[config.mk]
export PLATFORM = sky130hd
export DESIGN_NAME = seg_display_ctrl
export DESIGN_NICKNAME = d
export VERILOG_FILES = /design/src/rtl/seg_display_ctrl.sv
export SDC_FILE = /design/constraint.sdc
export NUM_CORES = 1
export LEC_CHECK = 0
export ABC_AREA = 1
export CAP_MARGIN = 10
export CORE_AREA = 2 2 124 150
export CTS_CLUSTER_SIZE = 8
export DETAILED_ROUTE_END_ITERATION = 7
export DIE_AREA = 0 0 126 152
export GPL_TIMING_DRIVEN = 0
export PLACE_DENSITY_LB_ADDON = 0.3
export SLEW_MARGIN = 25
export SYNTH_ARGS = -nofsm -noshare
export SYNTH_HDL_FRONTEND = slang
export SYNTH_SLANG_ARGS = --single-unit
[constraint.sdc]
create_clock -name clk -period 1.9 [get_ports clk]
set_clock_uncertainty 0.2 [all_clocks]
set_input_delay 0.38 -clock clk [delete_from_list [all_inputs] [get_ports clk]]
set_output_delay 0.38 -clock clk [all_outputs]
set_load 0.005 [all_outputs]
[src/rtl/seg_display_ctrl.sv]
// seg_display_ctrl
//   Captures an unsigned binary value and shows it on DIGITS active-low
//   7-segment digits, either as hexadecimal or as decimal. The decimal
//   conversion is a shift-add-3 (double-dabble) pass, one bit per clock.
//   Leading-zero blanking, blinking and the display enable act
//   combinationally on the registered digits and never restart a conversion.
//
// Ports
//   clk       system clock, rising edge
//   reset_n   asynchronous active-low reset
//   value     binary number to display (WIDTH bits)
//   load      capture value/mode when idle; ignored while busy
//   mode      0 = hexadecimal, 1 = decimal
//   blank_lz  blank leading zero digits (digit 0 always shown)
//   blink_en  blank all digits during the off phase of the blink timer
//   enable    0 blanks all digits
//   hex_out   active-low segments gfedcba, digit k at [7k+6:7k]
//   busy      conversion in progress
//   ovf       last captured value did not fit in DIGITS digits
//
// state  | meaning
// IDLE   | waiting for load; digits and ovf hold their last result
// CONV   | hex: one cycle of nibble extraction; decimal: WIDTH shift-add-3 steps
// UPDATE | result and ovf written to the digit register, then back to IDLE

module seg_display_ctrl #(
  parameter int DIGITS    = 6,
  parameter int WIDTH     = 20,
  parameter int BLINK_DIV = 25_000_000
) (
  input  logic                  clk,
  input  logic                  reset_n,
  input  logic [WIDTH-1:0]      value,
  input  logic                  load,
  input  logic                  mode,
  input  logic                  blank_lz,
  input  logic                  blink_en,
  input  logic                  enable,
  output logic [7*DIGITS-1:0]   hex_out,
  output logic                  busy,
  output logic                  ovf
);

  localparam int BCDW = 4 * DIGITS;
  localparam int PADW = (WIDTH > BCDW) ? WIDTH : BCDW;
  localparam int CNTW = $clog2(WIDTH);
  localparam int BLKW = (BLINK_DIV > 1) ? $clog2(BLINK_DIV) : 1;

  typedef enum logic [1:0] {
    ST_IDLE,
    ST_CONV,
    ST_UPDATE
  } state_e;

  state_e            state_q,   state_d;
  logic [WIDTH-1:0]  value_q,   value_d;    // captured value, shifted out MSB-first in decimal mode
  logic              mode_q,    mode_d;
  logic [BCDW-1:0]   bcd_q,     bcd_d;      // working result, copied to digits_q in UPDATE
  logic [CNTW-1:0]   cnt_q,     cnt_d;      // remaining shift steps, terminal count 0
  logic              ovf_acc_q, ovf_acc_d;
  logic [BCDW-1:0]   digits_q,  digits_d;
  logic              ovf_q,     ovf_d;
  logic [BLKW-1:0]   blk_cnt_q, blk_cnt_d;
  logic              blk_on_q,  blk_on_d;

  function automatic logic [6:0] seg7(input logic [3:0] d);
    logic [6:0] s;
    case (d)
      4'h0: s = 7'b1000000;
      4'h1: s = 7'b1111001;
      4'h2: s = 7'b0100100;
      4'h3: s = 7'b0110000;
      4'h4: s = 7'b0011001;
      4'h5: s = 7'b0010010;
      4'h6: s = 7'b0000010;
      4'h7: s = 7'b1111000;
      4'h8: s = 7'b0000000;
      4'h9: s = 7'b0010000;
      4'hA: s = 7'b0001000;
      4'hB: s = 7'b0000011;
      4'hC: s = 7'b1000110;
      4'hD: s = 7'b0100001;
      4'hE: s = 7'b0000110;
      default: s = 7'b0001110;
    endcase
    return s;
  endfunction

  // Conversion FSM
  always_ff @(posedge clk or negedge reset_n) begin
    if (!reset_n) begin
      state_q   <= ST_IDLE;
      value_q   <= '0;
      mode_q    <= 1'b0;
      bcd_q     <= '0;
      cnt_q     <= '0;
      ovf_acc_q <= 1'b0;
      digits_q  <= '0;
      ovf_q     <= 1'b0;
    end else begin
      state_q   <= state_d;
      value_q   <= value_d;
      mode_q    <= mode_d;
      bcd_q     <= bcd_d;
      cnt_q     <= cnt_d;
      ovf_acc_q <= ovf_acc_d;
      digits_q  <= digits_d;
      ovf_q     <= ovf_d;
    end
  end

  logic [BCDW-1:0] bcd_adj;
  logic [PADW-1:0] val_pad;

  always_comb begin
    state_d   = state_q;
    value_d   = value_q;
    mode_d    = mode_q;
    bcd_d     = bcd_q;
    cnt_d     = cnt_q;
    ovf_acc_d = ovf_acc_q;
    digits_d  = digits_q;
    ovf_d     = ovf_q;

    bcd_adj = bcd_q;
    for (int k = 0; k < DIGITS; k++) begin
      if (bcd_q[4*k +: 4] >= 4'd5) bcd_adj[4*k +: 4] = bcd_q[4*k +: 4] + 4'd3;
    end
    val_pad = PADW'(value_q);

    case (state_q)
      ST_IDLE: begin
        if (load) begin
          value_d   = value;
          mode_d    = mode;
          bcd_d     = '0;
          cnt_d     = CNTW'(WIDTH - 1);
          ovf_acc_d = 1'b0;
          state_d   = ST_CONV;
        end
      end
      ST_CONV: begin
        if (mode_q) begin
          // A set MSB after add-3 is a carry out of the top BCD digit.
          bcd_d     = {bcd_adj[BCDW-2:0], value_q[WIDTH-1]};
          ovf_acc_d = ovf_acc_q | bcd_adj[BCDW-1];
          value_d   = value_q << 1;
          if (cnt_q == '0) state_d = ST_UPDATE;
          else             cnt_d   = cnt_q - CNTW'(1);
        end else begin
          bcd_d     = val_pad[BCDW-1:0];
          // Shift evaluates to zero when nothing is truncated.
          ovf_acc_d = |(val_pad >> BCDW);
          state_d   = ST_UPDATE;
        end
      end
      ST_UPDATE: begin
        digits_d = (mode_q && ovf_acc_q) ? BCDW'({DIGITS{4'h9}}) : bcd_q;
        ovf_d    = ovf_acc_q;
        state_d  = ST_IDLE;
      end
      default: state_d = ST_IDLE;
    endcase
  end

  // Free-running blink timer, phase toggles every BLINK_DIV cycles
  always_ff @(posedge clk or negedge reset_n) begin
    if (!reset_n) begin
      blk_cnt_q <= '0;
      blk_on_q  <= 1'b1;
    end else begin
      blk_cnt_q <= blk_cnt_d;
      blk_on_q  <= blk_on_d;
    end
  end

  always_comb begin
    blk_cnt_d = blk_cnt_q + BLKW'(1);
    blk_on_d  = blk_on_q;
    if (blk_cnt_q == BLKW'(BLINK_DIV - 1)) begin
      blk_cnt_d = '0;
      blk_on_d  = ~blk_on_q;
    end
  end

  // Display path: scan from the top digit so zero_above tracks leading zeros.
  logic zero_above;
  logic blank_all;

  always_comb begin
    hex_out    = '1;
    zero_above = 1'b1;
    blank_all  = !enable || (blink_en && !blk_on_q);
    for (int k = DIGITS - 1; k >= 0; k--) begin
      zero_above = zero_above && (digits_q[4*k +: 4] == 4'h0);
      if (blank_all || (blank_lz && (k != 0) && zero_above))
        hex_out[7*k +: 7] = 7'b1111111;
      else
        hex_out[7*k +: 7] = seg7(digits_q[4*k +: 4]);
    end
  end

  assign busy = (state_q != ST_IDLE);
  assign ovf  = ovf_q;

endmodule

# Word level (Yosys, flattened, before mapping)
# Memories as Yosys holds them, arrays and structs flattened.
# Index checks and enable logic that the tools add are counted.
# word_totals
register_bits	104
mem_bits_ro	672
inputBits	27
out_inout_bits	44
wordCells	103
mem_count	6
# classes
add_sub_neg	8
magnitude_cmp	6
n_eq_ne	7
muxes	31
bitwise_logic	2
n_reduce_logical	33
# memory_table
name	depth	width	rd	rd_clocked_by_memory_dff	wr	line	rtl
(name not given)	16	7	1	0	0	68	case (d)
(name not given)	16	7	1	0	0	68	
(name not given)	16	7	1	0	0	68	
(name not given)	16	7	1	0	0	68	
(name not given)	16	7	1	0	0	68	
(name not given)	16	7	1	0	0	68	
# ops
cell	count
24-bit 2-to-1 mux	3
24-bit case mux with 2 select lines	1
7-bit 2-to-1 mux	6
20-bit 2-to-1 mux	2
20-bit case mux with 2 select lines	1
25-bit by 1-bit adder with 25-bit output (second input constant)	1
25-bit equality test (second input constant)	1
25-bit 2-to-1 mux	1
4-bit by 2-bit adder with 4-bit output (second input constant)	6
4-bit by 3-bit >= comparator with 1-bit output (second input constant)	6
4-bit 2-to-1 mux	6
4-bit logical NOT	5
5-bit 2-to-1 mux	3
1-bit logical AND	11
5-bit case mux with 2 select lines	1
1-bit logical OR	6
2-bit 2-to-1 mux	3
2-bit != test (second input constant)	3
2-bit AND reduction	3
5-bit logical NOT	1
5-bit by 1-bit subtractor with 5-bit output (second input constant)	1
2-bit case mux with 2 select lines	1
4-bit AND reduction	1
2-bit nonzero test	2
other kinds (10)	12

# Logic depth before layout (Yosys ltp)
# logic_depth
word_depth	8
mapped_depth	10
ltp_nobuf	10

# Least setup slack after synthesis
# Ideal clock, no wire load.
# synth_timing
path_type	register to output
from	reg digits_q[20]
to	out hex_out[36]
arrival_time_ns	1.339
required_time_ns	1.320
path_slack_ns	-0.019
stages_incl_launch_ff	7
n_path_buf	0
path_cell_list	dfrtp_1 -> inv_1 -> ha_1 -> nand2_1 -> nor2_1 -> a21oi_1 -> o311ai_0
# synth_via
elab_chain_cells	4
# synth_rtl
item	line	rtl
start: declaration	61	logic [BCDW-1:0] digits_q, digits_d;
start signal: assignment	107	digits_q <= digits_d;
branches (longest 3 deep; another with memory read 16 x 7 bit)	-	
7-bit 2-to-1 mux *	196	if (blank_all || (blank_lz && (k != 0) && zero_above))
end: declaration	39	output logic [7*DIGITS-1:0] hex_out,
# Every way passes the cells marked *.

# Final worst setup path
# layout_timing
from	reg digits_q[20]
to	out hex_out[8]
# layout_via
elab_chain_cells	8
# layout_rtl
item	line	rtl
4-bit logical NOT	195	zero_above = zero_above && (digits_q[4*k +: 4] == 4'h0);
1-bit logical AND (4 in a row)	195	
1-bit logical AND	196	
1-bit logical OR	196	
7-bit 2-to-1 mux	196	
# Every way passes these cells.

==> results.py <==
metrics = {
    "outcome": {
        "status": "finished with violations",
        "violations": "negative setup slack",
    },
    "logic_synthesis": {
        "synth_ff_type": "dfrtp_1",
        "synth_commonest_cells": "nand2_1, inv_1, dfrtp_1, o21ai_0, nand3_1",
        "synth_xor_area_frac": 0.0239,
        "ys_warn_count": 0,
        "ys_types": 38,
        "ys_seq_elements": 104,
        "synth_mux_area_frac": 0,
        "synth-adder-area-share": 0.0809,
        "synth_edf_count": 0,
        "syn_nets": 1017,
        "synthTopCellsByArea": "dfrtp_1, nand2_1, ha_1, inv_1, o21ai_0",
        "async_flop_share": 1.00,
        "syn_area_um2": 6960,
        "synth_top_area_share": 0.371,
        "ys_seq_area_frac": 0.374,
        "synth_top_area_cell": "dfrtp_1",
        "syn_avg_cell_area_um2": 7.36,
        "synth.most_common_cell": "nand2_1",
        "syn_inst": 945,
        "synth_top_family_by_area": "simple AND/OR/NAND/NOR gates",
        "yosys.area_share.simple": 0.268,
        "synth-compound-area-share": 0.158,
    },
    "sta": {
        "setup_viol": 42,
        "fmax_mhz": 405,
        "hold_viol": 0,
        "worst_slack_ps": -566,
        "tightest_slew_ps": 364,
        "rsz0062_at_grt": "true",
        "relSlewSlack": 0.758,
        "finalCriticalPeriod_ps": 2470,
        "fin_crit_sh": 1.30,
        "finalMaxSlewViolations": 0,
    },
    "floorplanning": {
        "fp.dieArea_um2": 19200,
        "rows": 54,
        "fp.dieW_um": 126,
        "fp.dieH_um": 152,
        "initial_core_util": 0.390,
        "io-pin-count": 71,
        "fp.coreArea_um2": 17800,
    },
    "clocking": {
        "ctsHtreeMaxLevel": 3,
        "clockBufferDepth": 2,
        "cts_num_sinks": 104,
        "clk_latency_ps": 350,
        "cts_buffers": 9,
        "root_buffer": "clkbuf_16",
        "cts_tree": "done",
        "clk_pin_slew_ps": 70,
    },
    "placement": {
        "place_hpwl_um": 12700,
        "io_buffer_count": 70,
        "dp_slack_ps": -1120,
        "gp_routability_congestion": 0.894,
        "detailed_place.area_um2": 7970,
        "dpl.cell_count": 1240,
    },
    "critical_path": {
        "path_buf_inv": 4,
        "critPathMaxStageDelay_ps": 400,
        "cp-end-kind": "primary output",
        "crit_fanout": 4,
        "rrSetupSlack_ps": 110,
        "cp_common_cell": "buf_6",
        "worstSetupStartpointType": "register",
        "crit_arrival_ps": 1890,
        "path_class": "reg2out",
        "critPathSlowestCell": "dfrtp_1",
        "reg2regPathDepth": 9,
        "critPathTopFamily": "simple AND/OR/NAND/NOR gates",
        "reg2reg_from": "state_q[0]$_DFFE_PN0P_",
        "cp.required_ps": 1320,
        "crit_chain": "inv_2 -> ha_4 -> nand2_4 -> nor2_4 -> nand3_2 -> nand2_4 -> nand4_4 -> buf_6 -> buf_6 -> nand2_2 -> buf_6",
        "r2r-end": "bcd_q[17]$_DFFE_PN0P_",
    },
    "cells_and_area": {
        "fin_nets": 1162,
        "nFillCells": 1721,
        "final_util": 0.505,
        "diodes": 0,
        "fin_area_um2": 9000,
        "layout-drive-gt1-share": 0.222,
        "syn_to_final_growth_pct": 29.4,
        "final_cells": 1318,
    },
    "routing": {
        "num_vias": 6634,
        "totalWireLength_um": 18200,
        "routed_via_density": 5.03,
        "dr.pass1.iters": 5,
        "routedWlPerCell_um": 13.8,
        "drc": 0,
        "drt_iter0_drc": 284,
        "ant_nets": 0,
    },
    "job": {
        "drv_cap": 0,
    },
    "pwr": {
        "power_density_nw_per_um2": 1400,
        "power_leakage_nw": 4.21,
        "switchingPower_mw": 5.55,
        "swShare": 0.439,
        "p_int_mw": 7.09,
        "clockPowerShare": 0.169,
        "p_seq_frac": 0.277,
        "p_total_mw": 12.6,
        "combPwrFrac": 0.554,
        "peakVddDrop_mv": 0.509,
    },
    "global_route": {
        "antenna_found_initial": 0,
        "grt_pass1_wl_um": 30100,
        "grt_use_total": 0.187,
        "grt_max_degree": 76,
        "grt_pass1_vias": 6327,
        "grt.overflow.total": 0,
    },
    "worst_hold_path": {
        "hp-class": "in2async",
    },
}
## routing by layer
metal	up-vias	share of wire	GRT usage
met5	-	0	0
met3	19	0.032	0.0261
met4	0	0.016	0.0638
li1	3398	-	-
met2	117	0.50	0.319
met1	3100	0.46	0.243
## cell type report
| cell class | count | area (um^2) | share of cell area |
|---|---|---|---|
| multi-input combinational | 680 | 3950 | 0.439 |
| sequential | 104 | 2610 | 0.290 |
| timing repair buffer | 135 | 1100 | 0.122 |
| inverter | 136 | 561 | 0.0622 |
| tap | 224 | 280 | 0.0311 |
| clock buffer | 10 | 239 | 0.0265 |
| buffer | 23 | 150 | 0.0167 |
| clock inverter | 5 | 104 | 0.0115 |
| timing repair inverter | 1 | 7.51 | 0.000834 |
## logic make-up after synthesis
logic type	count (synthesis)
xor+xnor	19
fa+ha+maj	45
flops	104
buf+inv	161
simple gates	432
compound gates	184
## cell usage in the layout, fill, tap and decap left out, types with 9 or more instances in the layout
cell             count
a22oi_1             12
inv_2               18
o22ai_1             13
dfrtp_1             97
clkdlybuf4s50_1     25
a21oi_1             25
buf_6               22
nand2_2             14
nor2_1              63
clkbuf_16            9
nand3_1             63
xor2_1              15
buf_2               46
nand2_1            237
inv_1              104
o21ai_0             76
nand3_2             10
o211ai_1            31
ha_1                38
nand4_1             14
buf_4               52
## timing repair
| action | CTS | global route |
|---|---|---|
| setup buffers | 44 | 21 |
| endpoints found under the setup margin | 52 | 62 |
| hold buffers | 1 | 0 |
| gates cloned | 0 | 1 |
| pin swaps | 27 | 14 |
| endpoints found under the hold margin | 29 | 0 |
| gates resized for setup | 248 | 52 |
## worst reg2reg max path: cells and delay by family, from the launching register on
family                 cells  cell delay, ps
AOI/OAI and AO/OA          2             260
DFF                        1             400
and+or+nand+nor            2             280
buffers and inverters      5             550
## registers in the layout, indices dropped and copies added (netlist names)
| signal | flops |
|---|---|
| bcd_q | 24 |
| ovf_acc_q | 1 |
| blk_cnt_q | 25 |
| mode_q | 1 |
| blk_on_q | 1 |
| ovf | 1 |
| value_q | 20 |
| state_q | 2 |
| digits_q | 24 |
| cnt_q | 5 |
## power by group through the flow
stage          clock, mW  combinational [mW]  sequential, mW
5_1_grt             2.26                7.88            3.58
2_1_floorplan          0                4.16            3.37
3_3_place_gp           0                5.94            3.49
6_report            2.14                7.00            3.50
4_1_cts             2.17                6.55            3.43
3_5_place_dp           0                6.01            3.51
## per-stage QoR
stage | setup TNS, ps | hold slack (ps)
floorplan | -8.91 | -116
global placement | -436880 | 247
detailed placement | -41600 | 91.0
CTS | -17260 | 270
global route | -22100 | 296
finish | -18660 | 268
## how the worst max path moves through the flow
stage                                  start                       to  slack, ps  depth (start not counted)
floorplan           digits_q[21]$_DFFE_PN0N_              hex_out[36]         -9                          6
global placement                     reset_n  digits_q[1]$_DFFE_PN0N_      -3830                          1
detailed placement                  blink_en               hex_out[8]      -1120                          8
CTS                 digits_q[21]$_DFFE_PN0N_               hex_out[8]       -560                         11
global route        digits_q[20]$_DFFE_PN0N_               hex_out[8]       -670                         11
finish              digits_q[20]$_DFFE_PN0N_               hex_out[8]       -570                         11
Power figures use the tool's default switching activity.
